`config.mk`:
```
export PLATFORM = sky130hd
export DESIGN_NAME = axi_ram_arbiter_flat
export DESIGN_NICKNAME = d
export VERILOG_FILES = /design/src/rtl/axi_ram_arbiter_if.sv /design/src/rtl/axi_ram_arbiter.sv /design/src/flat_wrapper.sv
export SDC_FILE = /design/constraint.sdc
export NUM_CORES = 1
export LEC_CHECK = 0
export CAP_MARGIN = 20
export CELL_PAD_IN_SITES_DETAIL_PLACEMENT = 1
export CELL_PAD_IN_SITES_GLOBAL_PLACEMENT = 1
export CORE_AREA = 2 2 183 185
export DETAILED_ROUTE_END_ITERATION = 7
export DIE_AREA = 0 0 185 187
export PLACE_DENSITY_LB_ADDON = 0.1
export SLEW_MARGIN = 20
export SYNTH_ARGS = -nofsm -noshare
export SYNTH_HDL_FRONTEND = slang
export SYNTH_SLANG_ARGS = --single-unit
export TNS_END_PERCENT = 20
```
`constraint.sdc`:
```
create_clock -name clk -period 4.55 [get_ports clk]
set_input_delay 0.91 -clock clk [delete_from_list [all_inputs] [get_ports clk]]
set_output_delay 0.91 -clock clk [all_outputs]
set_load 0.03 [all_outputs]
```
`src/rtl/axi_ram_arbiter_if.sv`:
```
// Bundles the two master ports and the shared RAM port of the arbiter.
// The slave modport is the arbiter's view; the master modport is the environment's view.
interface axi_ram_arbiter_if;
  logic [31:0] m0_awaddr, m0_wdata, m0_araddr, m0_rdata;
  logic [7:0]  m0_awlen, m0_arlen;
  logic        m0_awvalid, m0_awready, m0_wlast, m0_wvalid, m0_wready;
  logic        m0_bvalid, m0_bready, m0_arvalid, m0_arready, m0_rvalid, m0_rready;

  logic [31:0] m1_awaddr, m1_wdata, m1_araddr, m1_rdata;
  logic [7:0]  m1_awlen, m1_arlen;
  logic        m1_awvalid, m1_awready, m1_wlast, m1_wvalid, m1_wready;
  logic        m1_bvalid, m1_bready, m1_arvalid, m1_arready, m1_rvalid, m1_rready;

  logic [31:0] s_awaddr, s_wdata, s_araddr, s_rdata;
  logic [7:0]  s_awlen, s_arlen;
  logic        s_awvalid, s_awready, s_wlast, s_wvalid, s_wready;
  logic        s_bvalid, s_bready, s_arvalid, s_arready, s_rvalid, s_rready;

  modport slave (
    input  m0_awaddr, m0_awlen, m0_awvalid, m0_wdata, m0_wlast, m0_wvalid, m0_bready,
           m0_araddr, m0_arlen, m0_arvalid, m0_rready,
    output m0_awready, m0_wready, m0_bvalid, m0_arready, m0_rdata, m0_rvalid,
    input  m1_awaddr, m1_awlen, m1_awvalid, m1_wdata, m1_wlast, m1_wvalid, m1_bready,
           m1_araddr, m1_arlen, m1_arvalid, m1_rready,
    output m1_awready, m1_wready, m1_bvalid, m1_arready, m1_rdata, m1_rvalid,
    output s_awaddr, s_awlen, s_awvalid, s_wdata, s_wlast, s_wvalid, s_bready,
           s_araddr, s_arlen, s_arvalid, s_rready,
    input  s_awready, s_wready, s_bvalid, s_arready, s_rdata, s_rvalid
  );

  modport master (
    output m0_awaddr, m0_awlen, m0_awvalid, m0_wdata, m0_wlast, m0_wvalid, m0_bready,
           m0_araddr, m0_arlen, m0_arvalid, m0_rready,
    input  m0_awready, m0_wready, m0_bvalid, m0_arready, m0_rdata, m0_rvalid,
    output m1_awaddr, m1_awlen, m1_awvalid, m1_wdata, m1_wlast, m1_wvalid, m1_bready,
           m1_araddr, m1_arlen, m1_arvalid, m1_rready,
    input  m1_awready, m1_wready, m1_bvalid, m1_arready, m1_rdata, m1_rvalid,
    input  s_awaddr, s_awlen, s_awvalid, s_wdata, s_wlast, s_wvalid, s_bready,
           s_araddr, s_arlen, s_arvalid, s_rready,
    output s_awready, s_wready, s_bvalid, s_arready, s_rdata, s_rvalid
  );
endinterface

```
`src/rtl/axi_ram_arbiter.sv`:
```
// Two-master arbiter onto a single AXI-like RAM port; one burst in flight at a time.
// Round-robin or fixed priority between masters, write before read within a master.
module axi_ram_arbiter #(
    parameter int ROUND_ROBIN = 1
) (
    input  logic              clk,
    input  logic              reset,
    axi_ram_arbiter_if.slave  bus
);

    typedef enum logic [2:0] {IDLE, ADDR, READ, WRITE_DATA, WRITE_RESP} state_t;

    state_t      state, state_nxt;
    logic        grant, is_write, last_grant;
    logic [31:0] addr;
    logic [7:0]  count;

    logic        req0, req1, pick, pick_write, grant_now;
    logic [31:0] pick_addr;
    logic [7:0]  pick_len;
    logic        g_wvalid, g_rready, g_bready;
    logic [31:0] g_wdata;
    logic        rbeat, wbeat;

    always_comb begin
        req0 = bus.m0_awvalid || bus.m0_arvalid;
        req1 = bus.m1_awvalid || bus.m1_arvalid;
        if (req0 && req1) pick = (ROUND_ROBIN != 0) ? ~last_grant : 1'b0;
        else              pick = req1;
        // Gated by reset so no ready pulse escapes while reset is held.
        grant_now  = (state == IDLE) && (req0 || req1) && !reset;
        pick_write = pick ? bus.m1_awvalid : bus.m0_awvalid;
        case ({pick, pick_write})
            2'b00:   begin pick_addr = bus.m0_araddr; pick_len = bus.m0_arlen; end
            2'b01:   begin pick_addr = bus.m0_awaddr; pick_len = bus.m0_awlen; end
            2'b10:   begin pick_addr = bus.m1_araddr; pick_len = bus.m1_arlen; end
            default: begin pick_addr = bus.m1_awaddr; pick_len = bus.m1_awlen; end
        endcase
        if (pick_len == '0) pick_len = 8'd1;
        g_wvalid = grant ? bus.m1_wvalid : bus.m0_wvalid;
        g_wdata  = grant ? bus.m1_wdata  : bus.m0_wdata;
        g_rready = grant ? bus.m1_rready : bus.m0_rready;
        g_bready = grant ? bus.m1_bready : bus.m0_bready;
        rbeat    = (state == READ) && bus.s_rvalid && g_rready;
        wbeat    = (state == WRITE_DATA) && g_wvalid && bus.s_wready;
    end

    always_ff @(posedge clk or posedge reset) begin
        if (reset) begin
            state      <= IDLE;
            grant      <= 1'b0;
            is_write   <= 1'b0;
            addr       <= '0;
            count      <= '0;
            last_grant <= 1'b1;
        end else begin
            state <= state_nxt;
            if (grant_now) begin
                grant    <= pick;
                is_write <= pick_write;
                addr     <= pick_addr;
                count    <= pick_len;
            end
            if (rbeat || wbeat) count <= count - 8'd1;
            if (state != IDLE && state_nxt == IDLE) last_grant <= grant;
        end
    end

    always_comb begin
        state_nxt = state;
        case (state)
            IDLE:       if (grant_now) state_nxt = ADDR;
            ADDR: begin
                if (is_write && bus.s_awready)       state_nxt = WRITE_DATA;
                else if (!is_write && bus.s_arready) state_nxt = READ;
            end
            READ:       if (rbeat && count == 8'd1) state_nxt = IDLE;
            WRITE_DATA: if (wbeat && count == 8'd1) state_nxt = WRITE_RESP;
            WRITE_RESP: if (bus.s_bvalid && g_bready) state_nxt = IDLE;
            default:    state_nxt = IDLE;
        endcase
    end

    always_comb begin
        bus.m0_awready = 1'b0; bus.m0_wready = 1'b0; bus.m0_bvalid = 1'b0;
        bus.m0_arready = 1'b0; bus.m0_rvalid = 1'b0;
        bus.m1_awready = 1'b0; bus.m1_wready = 1'b0; bus.m1_bvalid = 1'b0;
        bus.m1_arready = 1'b0; bus.m1_rvalid = 1'b0;
        bus.m0_rdata   = bus.s_rdata;
        bus.m1_rdata   = bus.s_rdata;
        bus.s_awaddr   = addr;
        bus.s_awlen    = count;
        bus.s_araddr   = addr;
        bus.s_arlen    = count;
        bus.s_wdata    = g_wdata;
        bus.s_awvalid  = 1'b0;
        bus.s_arvalid  = 1'b0;
        bus.s_wvalid   = 1'b0;
        bus.s_wlast    = 1'b0;
        bus.s_bready   = 1'b0;
        bus.s_rready   = 1'b0;
        case (state)
            IDLE: if (grant_now) begin
                if (!pick) begin
                    bus.m0_awready = pick_write;
                    bus.m0_arready = !pick_write;
                end else begin
                    bus.m1_awready = pick_write;
                    bus.m1_arready = !pick_write;
                end
            end
            ADDR: begin
                bus.s_awvalid = is_write;
                bus.s_arvalid = !is_write;
            end
            READ: begin
                bus.s_rready = g_rready;
                if (grant) bus.m1_rvalid = bus.s_rvalid;
                else       bus.m0_rvalid = bus.s_rvalid;
            end
            WRITE_DATA: begin
                bus.s_wvalid = g_wvalid;
                bus.s_wlast  = (count == 8'd1);
                if (grant) bus.m1_wready = bus.s_wready;
                else       bus.m0_wready = bus.s_wready;
            end
            WRITE_RESP: begin
                bus.s_bready = g_bready;
                if (grant) bus.m1_bvalid = bus.s_bvalid;
                else       bus.m0_bvalid = bus.s_bvalid;
            end
            default: ;
        endcase
    end

endmodule

```
`src/flat_wrapper.sv`:
```
// flat-port wrapper written by rule: the top's interface ports become plain ports
module axi_ram_arbiter_flat 
#(
    parameter int ROUND_ROBIN = 1
)
  (clk, reset, bus_m0_awaddr, bus_m0_awlen, bus_m0_awvalid, bus_m0_wdata, bus_m0_wlast, bus_m0_wvalid, bus_m0_bready, bus_m0_araddr, bus_m0_arlen, bus_m0_arvalid, bus_m0_rready, bus_m0_awready, bus_m0_wready, bus_m0_bvalid, bus_m0_arready, bus_m0_rdata, bus_m0_rvalid, bus_m1_awaddr, bus_m1_awlen, bus_m1_awvalid, bus_m1_wdata, bus_m1_wlast, bus_m1_wvalid, bus_m1_bready, bus_m1_araddr, bus_m1_arlen, bus_m1_arvalid, bus_m1_rready, bus_m1_awready, bus_m1_wready, bus_m1_bvalid, bus_m1_arready, bus_m1_rdata, bus_m1_rvalid, bus_s_awaddr, bus_s_awlen, bus_s_awvalid, bus_s_wdata, bus_s_wlast, bus_s_wvalid, bus_s_bready, bus_s_araddr, bus_s_arlen, bus_s_arvalid, bus_s_rready, bus_s_awready, bus_s_wready, bus_s_bvalid, bus_s_arready, bus_s_rdata, bus_s_rvalid);
  axi_ram_arbiter_if bus_i ();
  input  logic clk;
  input  logic reset;
  input wire logic [$bits(bus_i.m0_awaddr)-1:0] bus_m0_awaddr;
  input wire logic [$bits(bus_i.m0_awlen)-1:0] bus_m0_awlen;
  input wire logic [$bits(bus_i.m0_awvalid)-1:0] bus_m0_awvalid;
  input wire logic [$bits(bus_i.m0_wdata)-1:0] bus_m0_wdata;
  input wire logic [$bits(bus_i.m0_wlast)-1:0] bus_m0_wlast;
  input wire logic [$bits(bus_i.m0_wvalid)-1:0] bus_m0_wvalid;
  input wire logic [$bits(bus_i.m0_bready)-1:0] bus_m0_bready;
  input wire logic [$bits(bus_i.m0_araddr)-1:0] bus_m0_araddr;
  input wire logic [$bits(bus_i.m0_arlen)-1:0] bus_m0_arlen;
  input wire logic [$bits(bus_i.m0_arvalid)-1:0] bus_m0_arvalid;
  input wire logic [$bits(bus_i.m0_rready)-1:0] bus_m0_rready;
  output wire logic [$bits(bus_i.m0_awready)-1:0] bus_m0_awready;
  output wire logic [$bits(bus_i.m0_wready)-1:0] bus_m0_wready;
  output wire logic [$bits(bus_i.m0_bvalid)-1:0] bus_m0_bvalid;
  output wire logic [$bits(bus_i.m0_arready)-1:0] bus_m0_arready;
  output wire logic [$bits(bus_i.m0_rdata)-1:0] bus_m0_rdata;
  output wire logic [$bits(bus_i.m0_rvalid)-1:0] bus_m0_rvalid;
  input wire logic [$bits(bus_i.m1_awaddr)-1:0] bus_m1_awaddr;
  input wire logic [$bits(bus_i.m1_awlen)-1:0] bus_m1_awlen;
  input wire logic [$bits(bus_i.m1_awvalid)-1:0] bus_m1_awvalid;
  input wire logic [$bits(bus_i.m1_wdata)-1:0] bus_m1_wdata;
  input wire logic [$bits(bus_i.m1_wlast)-1:0] bus_m1_wlast;
  input wire logic [$bits(bus_i.m1_wvalid)-1:0] bus_m1_wvalid;
  input wire logic [$bits(bus_i.m1_bready)-1:0] bus_m1_bready;
  input wire logic [$bits(bus_i.m1_araddr)-1:0] bus_m1_araddr;
  input wire logic [$bits(bus_i.m1_arlen)-1:0] bus_m1_arlen;
  input wire logic [$bits(bus_i.m1_arvalid)-1:0] bus_m1_arvalid;
  input wire logic [$bits(bus_i.m1_rready)-1:0] bus_m1_rready;
  output wire logic [$bits(bus_i.m1_awready)-1:0] bus_m1_awready;
  output wire logic [$bits(bus_i.m1_wready)-1:0] bus_m1_wready;
  output wire logic [$bits(bus_i.m1_bvalid)-1:0] bus_m1_bvalid;
  output wire logic [$bits(bus_i.m1_arready)-1:0] bus_m1_arready;
  output wire logic [$bits(bus_i.m1_rdata)-1:0] bus_m1_rdata;
  output wire logic [$bits(bus_i.m1_rvalid)-1:0] bus_m1_rvalid;
  output wire logic [$bits(bus_i.s_awaddr)-1:0] bus_s_awaddr;
  output wire logic [$bits(bus_i.s_awlen)-1:0] bus_s_awlen;
  output wire logic [$bits(bus_i.s_awvalid)-1:0] bus_s_awvalid;
  output wire logic [$bits(bus_i.s_wdata)-1:0] bus_s_wdata;
  output wire logic [$bits(bus_i.s_wlast)-1:0] bus_s_wlast;
  output wire logic [$bits(bus_i.s_wvalid)-1:0] bus_s_wvalid;
  output wire logic [$bits(bus_i.s_bready)-1:0] bus_s_bready;
  output wire logic [$bits(bus_i.s_araddr)-1:0] bus_s_araddr;
  output wire logic [$bits(bus_i.s_arlen)-1:0] bus_s_arlen;
  output wire logic [$bits(bus_i.s_arvalid)-1:0] bus_s_arvalid;
  output wire logic [$bits(bus_i.s_rready)-1:0] bus_s_rready;
  input wire logic [$bits(bus_i.s_awready)-1:0] bus_s_awready;
  input wire logic [$bits(bus_i.s_wready)-1:0] bus_s_wready;
  input wire logic [$bits(bus_i.s_bvalid)-1:0] bus_s_bvalid;
  input wire logic [$bits(bus_i.s_arready)-1:0] bus_s_arready;
  input wire logic [$bits(bus_i.s_rdata)-1:0] bus_s_rdata;
  input wire logic [$bits(bus_i.s_rvalid)-1:0] bus_s_rvalid;
  assign bus_i.m0_awaddr = bus_m0_awaddr;
  assign bus_i.m0_awlen = bus_m0_awlen;
  assign bus_i.m0_awvalid = bus_m0_awvalid;
  assign bus_i.m0_wdata = bus_m0_wdata;
  assign bus_i.m0_wlast = bus_m0_wlast;
  assign bus_i.m0_wvalid = bus_m0_wvalid;
  assign bus_i.m0_bready = bus_m0_bready;
  assign bus_i.m0_araddr = bus_m0_araddr;
  assign bus_i.m0_arlen = bus_m0_arlen;
  assign bus_i.m0_arvalid = bus_m0_arvalid;
  assign bus_i.m0_rready = bus_m0_rready;
  assign bus_m0_awready = bus_i.m0_awready;
  assign bus_m0_wready = bus_i.m0_wready;
  assign bus_m0_bvalid = bus_i.m0_bvalid;
  assign bus_m0_arready = bus_i.m0_arready;
  assign bus_m0_rdata = bus_i.m0_rdata;
  assign bus_m0_rvalid = bus_i.m0_rvalid;
  assign bus_i.m1_awaddr = bus_m1_awaddr;
  assign bus_i.m1_awlen = bus_m1_awlen;
  assign bus_i.m1_awvalid = bus_m1_awvalid;
  assign bus_i.m1_wdata = bus_m1_wdata;
  assign bus_i.m1_wlast = bus_m1_wlast;
  assign bus_i.m1_wvalid = bus_m1_wvalid;
  assign bus_i.m1_bready = bus_m1_bready;
  assign bus_i.m1_araddr = bus_m1_araddr;
  assign bus_i.m1_arlen = bus_m1_arlen;
  assign bus_i.m1_arvalid = bus_m1_arvalid;
  assign bus_i.m1_rready = bus_m1_rready;
  assign bus_m1_awready = bus_i.m1_awready;
  assign bus_m1_wready = bus_i.m1_wready;
  assign bus_m1_bvalid = bus_i.m1_bvalid;
  assign bus_m1_arready = bus_i.m1_arready;
  assign bus_m1_rdata = bus_i.m1_rdata;
  assign bus_m1_rvalid = bus_i.m1_rvalid;
  assign bus_s_awaddr = bus_i.s_awaddr;
  assign bus_s_awlen = bus_i.s_awlen;
  assign bus_s_awvalid = bus_i.s_awvalid;
  assign bus_s_wdata = bus_i.s_wdata;
  assign bus_s_wlast = bus_i.s_wlast;
  assign bus_s_wvalid = bus_i.s_wvalid;
  assign bus_s_bready = bus_i.s_bready;
  assign bus_s_araddr = bus_i.s_araddr;
  assign bus_s_arlen = bus_i.s_arlen;
  assign bus_s_arvalid = bus_i.s_arvalid;
  assign bus_s_rready = bus_i.s_rready;
  assign bus_i.s_awready = bus_s_awready;
  assign bus_i.s_wready = bus_s_wready;
  assign bus_i.s_bvalid = bus_s_bvalid;
  assign bus_i.s_arready = bus_s_arready;
  assign bus_i.s_rdata = bus_s_rdata;
  assign bus_i.s_rvalid = bus_s_rvalid;
  axi_ram_arbiter #(.ROUND_ROBIN(ROUND_ROBIN)) u_core (.clk(clk), .reset(reset), .bus(bus_i));
endmodule
```
==> impl_metrics.py <==
metrics = {
    "run_status": {
        "outcome": "complete, no violations",
    },
    "floorplanning": {
        "dieArea_sq_mm": 0.0346,
        "die_width_um": 185,
        "core_sq_mm": 0.0329,
        "die_y_um": 187,
        "pin_count": 467,
        "num_rows": 67,
        "initial_core_util_pct": 12.9,
    },
    "power": {
        "swShare_pct": 50.3,
        "ir_worst_vdd_mv": 0.230,
        "p_comb_share_pct": 71.1,
        "leakagePower_nw": 2.79,
        "seq_power_share_pct": 19.9,
        "powerDensity_mw_per_mm2": 573,
        "pwr-share-clk_pct": 9.0,
        "p_sw_mw": 2.24,
        "power.internal_mw": 2.22,
    },
    "timing": {
        "finalSetupViolations": 0,
        "rsz0062_at_grt": "no",
        "tightest_slew_ns": 0.900,
        "fin_skew_ns": 0.0116,
        "maxSlewViolCount": 0,
        "hold_viol": 0,
        "setup-tns-final_ns": 0,
        "fmax_ghz": 0.278,
        "period_needed_ns": 3.60,
        "period_share_pct": 79.1,
        "slew_headroom_pct": 40.0,
    },
    "finish": {
        "n_antenna_cell": 0,
        "n_fill_cell": 3860,
        "final_area_sq_mm": 0.00779,
        "area_growth_syn_to_layout_pct": 83.4,
        "fin_nets": 1024,
        "seq_area_sq_mm": 0.00115,
        "drive_gt1_share_pct": 8.56,
        "multi_input_area_sq_mm": 0.00214,
    },
    "synth": {
        "synthTopCellsByArea": "dfrtp_1 27%, buf_4 19%, a22oi_1 12%",
        "synthArstFlopShare_pct": 100,
        "synth.distinct_cells": 56,
        "ys_seq_elements": 46,
        "yosysSeqAreaShare_pct": 27.1,
        "netlist_area_sq_mm": 0.00425,
        "yosys_most_used_dff": "dfrtp_1",
        "synth_commonest_cells": "107 x buf_4, 66 x a22oi_1, 53 x nor2_1, 45 x dfrtp_1, 32 x a31oi_1",
        "synth_nets": 777,
        "yosysWarnings": 0,
        "syn_avg_cell_area_sq_um": 8.50,
        "yosysMostFrequentCell": "buf_4",
        "synth_top_area_cell": "dfrtp_1",
        "post_synth_inst_count": 500,
        "synth_edf_count": 0,
        "yosysTopAreaCellShare_pct": 26.5,
    },
    "detailed_routing": {
        "drt_wl_total_mm": 22.9,
        "wl_per_cell_um": 19.1,
        "dr.pass1.iters": 4,
        "drc": 0,
        "vias_per_cell": 3.98,
        "drt_first_iter_violations": 180,
        "ant_nets": 0,
        "vias": 4756,
    },
    "cts": {
        "clk_pin_slew_ns": 0.06,
        "post_cts_buffers": 0,
        "clkSinkCount": 46,
        "cts_root_buffer": "clkbuf_16",
        "holdBufCountCts": 0,
        "htree_levels": 2,
        "ctsResizeCount": 0,
        "cts_tree": "yes",
        "clk-insertion-delay-late_ns": 0.30,
        "clk_path_buf_depth": 2,
        "numCtsBuffers": 5,
    },
    "worst_hold_path": {
        "min_to": "u_core.is_write$_DFFE_PP0P_",
        "hold_path.class": "flop to flop",
        "hold_path_startpoint": "u_core.is_write$_DFFE_PP0P_",
        "hold_path_depth": 2,
    },
    "critical_path": {
        "r2r_start": "u_core.grant$_DFFE_PP0P_",
        "end_kind": "output pin",
        "timing.rr.end": "u_core.bus.s_arlen[2]$_DFFE_PP0P_",
        "critical_path.cell_chain": "clkdlybuf4s50_1 > or4_1 > and2_2 > and2_1 > buf_4",
        "r2r_setup_slack_ns": 1.63,
        "critPathArrivalTime_ns": 2.69,
        "crit_path_max_incr_delay_ns": 0.60,
        "start_kind": "primary input",
        "r2r_cells": 6,
        "cp.required_ns": 3.64,
        "crit_fanout": 11,
        "crit_type": "primary input to output pin",
        "slowest_stage": "clkdlybuf4s50_1",
    },
    "placed_design": {
        "portBuffers": 368,
        "dpl_cell_area_sq_mm": 0.00764,
        "gp_congestion": 0.759,
        "dpl.hpwl_mm": 18.9,
    },
    "flow_run": {
        "max-cap-violations": 0,
    },
    "grt": {
        "grt-ovfl-total": 0,
        "grt_pass1_vias": 5309,
        "antenna_found_initial": 4,
        "grt_max_degree": 48,
        "groute.usage.overall_pct": 12.8,
        "grt_pass1_wl_mm": 33.2,
    },
}
-- registers in the layout, summed over array words and instances, names as in the netlist --
signal	cells
u_core.state	3
u_core.grant	1
u_core.bus.s_arlen	8
u_core.last_grant	1
u_core.is_write	1
u_core.bus.s_araddr	32
-- cell type report --
cell class / count / share of cell area [%]
clock buffer: 6 / 1.78
clock inverter: 2 / 0.161
inverter: 6 / 0.289
multi-input combinational: 308 / 27.5
sequential: 46 / 14.8
tap: 448 / 7.20
timing repair buffer: 380 / 48.3
-- layout by cell type, fill, tap and decap left out, types with 2 or more instances in the layout --
master | synthesis | final
a31oi_1 | 32 | 32
o211ai_1 | 3 | 3
a22oi_1 | 66 | 66
and2_2 | 0 | 2
mux2i_1 | 3 | 3
o221ai_1 | 3 | 3
a221oi_1 | 4 | 4
nor2_1 | 53 | 52
ha_1 | 2 | 2
inv_1 | 5 | 4
clkbuf_16 | 0 | 5
nor3_1 | 8 | 8
and3_1 | 2 | 2
mux2_1 | 10 | 10
or2_1 | 2 | 2
and2_1 | 8 | 6
or4_1 | 2 | 2
clkdlybuf4s50_1 | 0 | 364
inv_2 | 1 | 2
nor2b_1 | 3 | 3
o21ai_1 | 6 | 6
nand4_1 | 2 | 2
o21ai_0 | 3 | 3
nand2b_1 | 4 | 4
nand2_1 | 19 | 19
nand3_1 | 7 | 7
nand3b_1 | 5 | 5
o22ai_1 | 3 | 3
dfrtp_1 | 45 | 45
o2bb2ai_1 | 2 | 2
mux2_2 | 29 | 29
buf_4 | 107 | 16
a21oi_1 | 6 | 6
-- logic make-up (layout without fill, tap and decap cells) --
group | after synthesis | in the layout | share of synthesized area [%]
DFF | 46 | 46 | 27.1
AOI/OAI and AO/OA | 139 | 139 | 23.6
adders and majority gates | 2 | 2 | 0.589
and+or+nand+nor | 125 | 125 | 14.9
buffers and inverters | 146 | 394 | 22.7
muxes | 42 | 42 | 11.0
-- critical path: cells and delay by family --
kind | cells | cell delay [ns]
buffers and inverters | 2 | 0.77
AND/OR/NAND/NOR | 3 | 1.00
-- worst max-delay path by stage --
stage,cells past startpoint,slack (ns),end,from
after CTS,5,0.93,bus_m0_arready,bus_m1_arvalid
after global routing,5,0.84,bus_m0_arready,bus_m1_arvalid
after floorplan,4,1.19,bus_m0_awready,reset
after detailed placement,5,0.94,bus_m0_arready,bus_m1_arvalid
after global placement,5,0.94,bus_m1_arready,bus_m1_arvalid
final,5,0.95,bus_m0_arready,bus_m1_arvalid
-- power by group through the flow --
stage / logic, mW / clock network (mW) / registers [mW]
after detailed placement: 3.23 / 0 / 0.915
final: 3.17 / 0.400 / 0.890
after CTS: 3.23 / 0.427 / 0.910
after floorplan: 1.82 / 0 / 1.14
after global placement: 3.23 / 0 / 0.896
after global routing: 3.39 / 0.436 / 0.941
-- routing by layer --
metal	track usage, %	part of all wire [%]
met1	13.1	36
met2	23.9	51
met3	5.12	11
met4	3.05	1.6
met5	0	0.24
-- metrics by stage --
step	cells	power [mW]	hold slack (ns)	worst slack, ns	utilization, %
after floorplan	500	2.96	0.500	1.19	-
after global placement	1188	4.13	0.573	0.938	23.2
after detailed placement	1188	4.14	0.580	0.936	23.2
after CTS	1196	4.57	0.590	0.928	23.7
after global routing	1196	4.77	0.602	0.840	23.7
final	1196	4.46	0.582	0.952	23.7
Power figures use the tool's default switching activity.
